<file path="src/rtl/logic_shift_unit.sv">
// Clocked logic/shift unit: one-cycle bitwise logic ops plus iterative
// shift/rotate ops executed one bit per cycle, with start/busy/finish handshake.
module logic_shift_unit #(
   parameter int unsigned WIDTH   = 32,
   parameter int unsigned SHAMT_W = 5
) (
   input  logic               clk,
   input  logic               rst,
   input  logic               start,
   input  logic [3:0]         op,
   input  logic [WIDTH-1:0]   A,
   input  logic [WIDTH-1:0]   B,
   input  logic [SHAMT_W-1:0] shamt,
   output logic               busy,
   output logic               finish,
   output logic [WIDTH-1:0]   C,
   output logic               zero,
   output logic               err
);

   typedef enum logic [1:0] {StIdle, StShift, StDone} state_t;

   state_t             state_q, state_d;
   logic [3:0]         op_q;
   logic               sign_q;
   logic [WIDTH-1:0]   work_q, work_d;
   logic [SHAMT_W-1:0] cnt_q, cnt_d;
   logic [WIDTH-1:0]   logic_res;
   logic [WIDTH-1:0]   shift_res;
   logic               is_logic;
   logic               is_undef;
   logic               is_shift;
   logic               enter_done;

   // Decode the incoming op code class.
   always_comb begin
      is_logic = ~op[3];
      is_undef = op[3] & (op[2:0] > 3'd4);
      is_shift = op[3] & ~is_undef;
   end

   // Bitwise logic result from the live operands (only used on the accepting edge).
   always_comb begin
      logic_res = '0;
      case (op[2:0])
         3'b000:  logic_res = ~A;
         3'b001:  logic_res = ~B;
         3'b010:  logic_res = A & B;
         3'b011:  logic_res = A | B;
         3'b100:  logic_res = A ^ B;
         3'b101:  logic_res = ~(A & B);
         3'b110:  logic_res = ~(A | B);
         default: logic_res = ~(A ^ B);
      endcase
   end

   // One-bit step of the captured shift/rotate op on the working register.
   always_comb begin
      shift_res = work_q;
      case (op_q)
         4'b1000: shift_res = {work_q[WIDTH-2:0], 1'b0};
         4'b1001: shift_res = {1'b0, work_q[WIDTH-1:1]};
         4'b1010: shift_res = {sign_q, work_q[WIDTH-1:1]};
         4'b1011: shift_res = {work_q[WIDTH-2:0], work_q[WIDTH-1]};
         4'b1100: shift_res = {work_q[0], work_q[WIDTH-1:1]};
         default: shift_res = work_q;
      endcase
   end

   // State register.
   always_ff @(posedge clk or posedge rst) begin
      if (rst) begin
         state_q <= StIdle;
      end else begin
         state_q <= state_d;
      end
   end

   // Next-state logic; start is only looked at in idle.
   always_comb begin
      state_d = state_q;
      case (state_q)
         StIdle: begin
            if (start) begin
               state_d = (is_shift && (shamt != '0)) ? StShift : StDone;
            end
         end
         StShift: begin
            if (cnt_q == SHAMT_W'(1)) begin
               state_d = StDone;
            end
         end
         StDone:  state_d = StIdle;
         default: state_d = StIdle;
      endcase
   end

   // Status outputs decoded from state.
   always_comb begin
      busy   = (state_q != StIdle);
      finish = (state_q == StDone);
   end

   // Next values of the working register and down-counter.
   always_comb begin
      work_d = work_q;
      cnt_d  = cnt_q;
      case (state_q)
         StIdle: begin
            if (start) begin
               if (is_logic) begin
                  work_d = logic_res;
               end else if (is_undef) begin
                  work_d = '0;
               end else begin
                  work_d = A;
               end
               if (is_shift && (shamt != '0)) begin
                  cnt_d = shamt;
               end
            end
         end
         StShift: begin
            work_d = shift_res;
            cnt_d  = cnt_q - SHAMT_W'(1);
         end
         default: ;
      endcase
   end

   assign enter_done = (state_d == StDone) && (state_q != StDone);

   // Working datapath and operand capture.
   always_ff @(posedge clk or posedge rst) begin
      if (rst) begin
         work_q <= '0;
         cnt_q  <= '0;
         op_q   <= '0;
         sign_q <= 1'b0;
      end else begin
         work_q <= work_d;
         cnt_q  <= cnt_d;
         if (state_q == StIdle && start) begin
            op_q   <= op;
            sign_q <= A[WIDTH-1];
         end
      end
   end

   // Result registers: updated only on the edge entering DONE.
   always_ff @(posedge clk or posedge rst) begin
      if (rst) begin
         C    <= '0;
         zero <= 1'b1;
         err  <= 1'b0;
      end else if (enter_done) begin
         C    <= work_d;
         zero <= (work_d == '0);
         // Shifts reaching DONE from SHIFT are always defined ops.
         err  <= (state_q == StIdle) && is_undef;
      end
   end

endmodule

</file>
<file path="config.mk">
export PLATFORM = sky130hd
export DESIGN_NAME = logic_shift_unit
export DESIGN_NICKNAME = d
export VERILOG_FILES = /design/src/rtl/logic_shift_unit.sv
export SDC_FILE = /design/constraint.sdc
export NUM_CORES = 1
export LEC_CHECK = 0
export ABC_CLOCK_PERIOD_IN_PS = 2600
export BUFFER_PORTS_ARGS = -buffer_cell sky130_fd_sc_hd__buf_2
export CAP_MARGIN = 25
export CORE_MARGIN = 1
export CORE_UTILIZATION = 40
export DETAILED_ROUTE_END_ITERATION = 10
export PLACE_DENSITY = 0.64
export SLEW_MARGIN = 20
export SYNTH_ARGS = -nofsm -noshare
export SYNTH_HDL_FRONTEND = slang
export SYNTH_SLANG_ARGS = --single-unit
</file>
<file path="constraint.sdc">
create_clock -name clk -period 2.6 [get_ports clk]
set_input_delay 0.13 -clock clk [delete_from_list [all_inputs] [get_ports clk]]
set_output_delay 0.13 -clock clk [all_outputs]
set_load 0.02 [all_outputs]
</file>
==> flow_metrics.tcl <==
set metrics [dict create \
    row_count 47 \
    vias 6835 \
    r2r-end "zero$_DFFE_PP1P_" \
    worstHoldPathType "in2reg" \
    gp_congestion 0.921 \
    critPathLaunchType "register" \
    die_w_um 134 \
    critical_path_class "reg2reg" \
    dr.first_iter.drc_count 661 \
    postRouteAntennaNets 0 \
    rsz0062_at_grt "yes" \
    grt-ovfl-total 0 \
    netlist.area_leader.share 0.278 \
    slew_headroom 0.584 \
    synthToLayoutAreaGrowth_pct 24.4 \
    yosysWarnings 0 \
    cpPeakStageDelay_ns 0.39 \
    final-hold-violation-count 0 \
    synthTopCellsByCount "inv_1 (102), nand2_1 (81), dfrtp_1 (77)" \
    ctsRootBufferMaster "clkbuf_16" \
    synthFlopType "dfrtp_1" \
    reg2reg_depth 10 \
    antenna_found_initial 0 \
    max_freq_mhz 386 \
    asyncSetResetFlopFracSynth 1.00 \
    die_area_mm2 0.0179 \
    yosysMostFrequentCell "inv_1" \
    dp_hpwl_um 17000 \
    worstSetupEndpoint "zero$_DFFE_PP1P_" \
    diodes 0 \
    wl_um 22400 \
    portBuffers 111 \
    viasPerCell 5.84 \
    clock_path_buffers 2 \
    synthCells 793 \
    cp-startpoint "op_q[0]$_DFFE_PP0P_" \
    grt_pass1_wl_um 35000 \
    grt_pass1_vias 6495 \
    synth_area_leaders "dfrtp_1 (28%), ha_1 (12%), mux4_2 (5.8%), inv_1 (5.5%), nand2_1 (4.4%)" \
    endpoint_kind "register" \
    cts_made_buffers 9 \
    netlist_area_mm2 0.00694 \
    irDropWorstVdd_v 0.000661 \
    cts_tree "built" \
    r2r_setup_slack_ns 0.01 \
    syn_avg_cell_area_um2 8.75 \
    synth_nets 935 \
    r2r-start "op_q[0]$_DFFE_PP0P_" \
    hold_start "shamt[1]" \
    worstMarginPinSlew_ns 0.619 \
    max_cap_violations 0 \
    p_leak_nw 4.21 \
    crit_path_max_fanout 14 \
    fin_skew_ns 0.0108 \
    synth_top_area_cell "dfrtp_1" \
    synth-seq-cells 78 \
    synth_cell_type_count 71 \
    crit_arrival_ns 2.84 \
    crit_top_cell "buf_4" \
    start_util 0.414 \
    finalMaxSlewViolations 0 \
    path_cells "buf_4 > xor2_2 > nor4_4 > buf_4 > a222oi_1 > nand3_1 > nand4bb_1 > nor4_2 > nand4_1 > o32ai_2" \
    clk_pin_slew_worst_paths_ns 0.07 \
    ys_seq_area_frac 0.281 \
    nNetsFinal 1088 \
    required_ns 2.85 \
    setup_viol 0 \
    grt_max_degree 79 \
    p_per_area_mw_per_mm2 917 \
    clk_latency_ns 0.34 \
    drc 0 \
    track_usage 0.253 \
    wire_per_inst_um 19.1 \
    place_ws_ns -0.0598 \
    finalWorstSetupSlack_ns 0.0126 \
    status "finished clean" \
    cts.sinks 78 \
    core_mm2 0.0168 \
    ioPinCount 112 \
    post-route-period-util 0.995 \
    drive_gt1_frac 0.297 \
    synth_edf_count 0 \
    drt_pass1_iterations 7 \
    hold_ws_ns 0.0584 \
    die_h_um 134 \
    fin_crit_ns 2.59 \
    cts_max_level 3 \
    cp_slowest_cell "dfrtp_1" \
]
[sequential cells by signal (all words and copies together) (netlist names)]
| signal | cells |
|---|---|
| work_q | 32 |
| cnt_q | 5 |
| op_q | 4 |
| state_q | 2 |
| C | 32 |
| zero | 1 |
| sign_q | 1 |
| err | 1 |
[stage by stage]
| step | util | instance area (µm²) | TNS [ns] | instances | power, mW |
|---|---|---|---|---|---|
| floorplan | - | 6940 | 0 | 793 | 4.65 |
| global placement | 0.491 | 8230 | -0.0768 | 1149 | 6.42 |
| detailed placement | 0.491 | 8230 | -0.0598 | 1149 | 6.44 |
| CTS | 0.511 | 8560 | 0 | 1166 | 7.79 |
| global route | 0.515 | 8630 | -0.0868 | 1171 | 8.42 |
| finish | 0.515 | 8630 | 0 | 1171 | 7.92 |
[routing by layer]
metal | vias up | routed length (µm) | global-route usage
met5 | - | 0 | 0
met3 | 34 | 1340 | 0.0350
met4 | 0 | 510 | 0.0751
met1 | 3285 | 9760 | 0.334
li1 | 3220 | - | -
met2 | 296 | 10800 | 0.428
[logic make-up (layout without fill, tap and decap cells)]
| logic type | Yosys count | count (layout) | synth area share |
|---|---|---|---|
| AOI/OAI and AO/OA | 233 | 233 | 0.239 |
| xor gates and xnor gates | 3 | 3 | 0.00595 |
| adders and majority gates | 66 | 66 | 0.119 |
| buffers and inverters | 166 | 324 | 0.103 |
| DFF | 78 | 78 | 0.281 |
| muxes | 55 | 55 | 0.115 |
| and+or+nand+nor | 192 | 192 | 0.137 |
[layout make-up]
cell class | count | area (µm²)
flip-flops and latches | 78 | 1950
multi-input cells | 549 | 4350
clock inverters | 5 | 60.1
repair buffers | 203 | 1360
inverters | 105 | 395
clock buffers | 11 | 233
fillers | 1617 | 8130
well taps | 220 | 275
[placed cells by master (no fill, tap or decap), types with 3 or more instances in the layout]
| master | Yosys | layout |
|---|---|---|
| inv_1 | 102 | 101 |
| a32oi_1 | 3 | 3 |
| mux2i_1 | 19 | 19 |
| nor2_1 | 35 | 35 |
| dfrtp_1 | 77 | 77 |
| inv_2 | 3 | 3 |
| a2bb2oi_1 | 3 | 3 |
| nor3_1 | 5 | 5 |
| buf_4 | 11 | 82 |
| buf_12 | 0 | 9 |
| a21oi_1 | 56 | 53 |
| o221ai_1 | 4 | 4 |
| a221oi_1 | 21 | 21 |
| clkbuf_16 | 0 | 9 |
| ha_1 | 66 | 66 |
| a22oi_1 | 10 | 10 |
| a222oi_1 | 25 | 25 |
| mux2_2 | 17 | 17 |
| nand3_1 | 10 | 10 |
| nand3b_1 | 10 | 10 |
| o311ai_0 | 6 | 6 |
| buf_2 | 21 | 111 |
| a211oi_1 | 3 | 3 |
| nand2_1 | 81 | 81 |
| o21ai_0 | 31 | 31 |
| a221o_1 | 4 | 4 |
| nor4b_1 | 4 | 4 |
| mux4_2 | 18 | 18 |
| and3_1 | 5 | 5 |
| a22o_1 | 8 | 8 |
| o211ai_1 | 13 | 13 |
| a31oi_1 | 8 | 8 |
| a21oi_2 | 2 | 4 |
| o22ai_1 | 14 | 14 |
| or2_2 | 4 | 4 |
| nand2b_1 | 5 | 5 |
| nor2b_1 | 14 | 14 |
[where the power goes]
part | switching, mW | leakage [nW] | internal [mW]
sequential | 0.512 | 0.948 | 1.79
clock | 0.521 | 0.140 | 0.746
combinational | 2.36 | 3.13 | 1.98
total | 3.40 | 4.21 | 4.52
[critical path: cells and delay by family (launching register included)]
kind	cells	cell delay, ns
DFF	1	0.39
xor gates and xnor gates	1	0.23
buffers and inverters	2	0.37
and+or+nand+nor	5	0.96
AOI/OAI and AO/OA	2	0.54
[what timing repair did]
action                     CTS  global route
hold endpoints to repair    77             0
pin swaps                    1             6
setup buffers                0             5
setup endpoints to repair    1             1
gates resized for setup      7             7
hold buffers                 1             0
[worst min path at each step]
stage / endpoint / slack, ns / cells after the start
6_report: cnt_q[1]$_DFFE_PP0P_ / 0.06 / 3
5_1_grt: cnt_q[1]$_DFFE_PP0P_ / 0.08 / 3
2_1_floorplan: cnt_q[0]$_DFFE_PP0P_ / 0.29 / 2
3_3_place_gp: C[26]$_DFFE_PP0P_ / 0.25 / 3
3_5_place_dp: C[26]$_DFFE_PP0P_ / 0.25 / 3
4_1_cts: cnt_q[1]$_DFFE_PP0P_ / 0.06 / 3
Power figures use the tool's default switching activity.
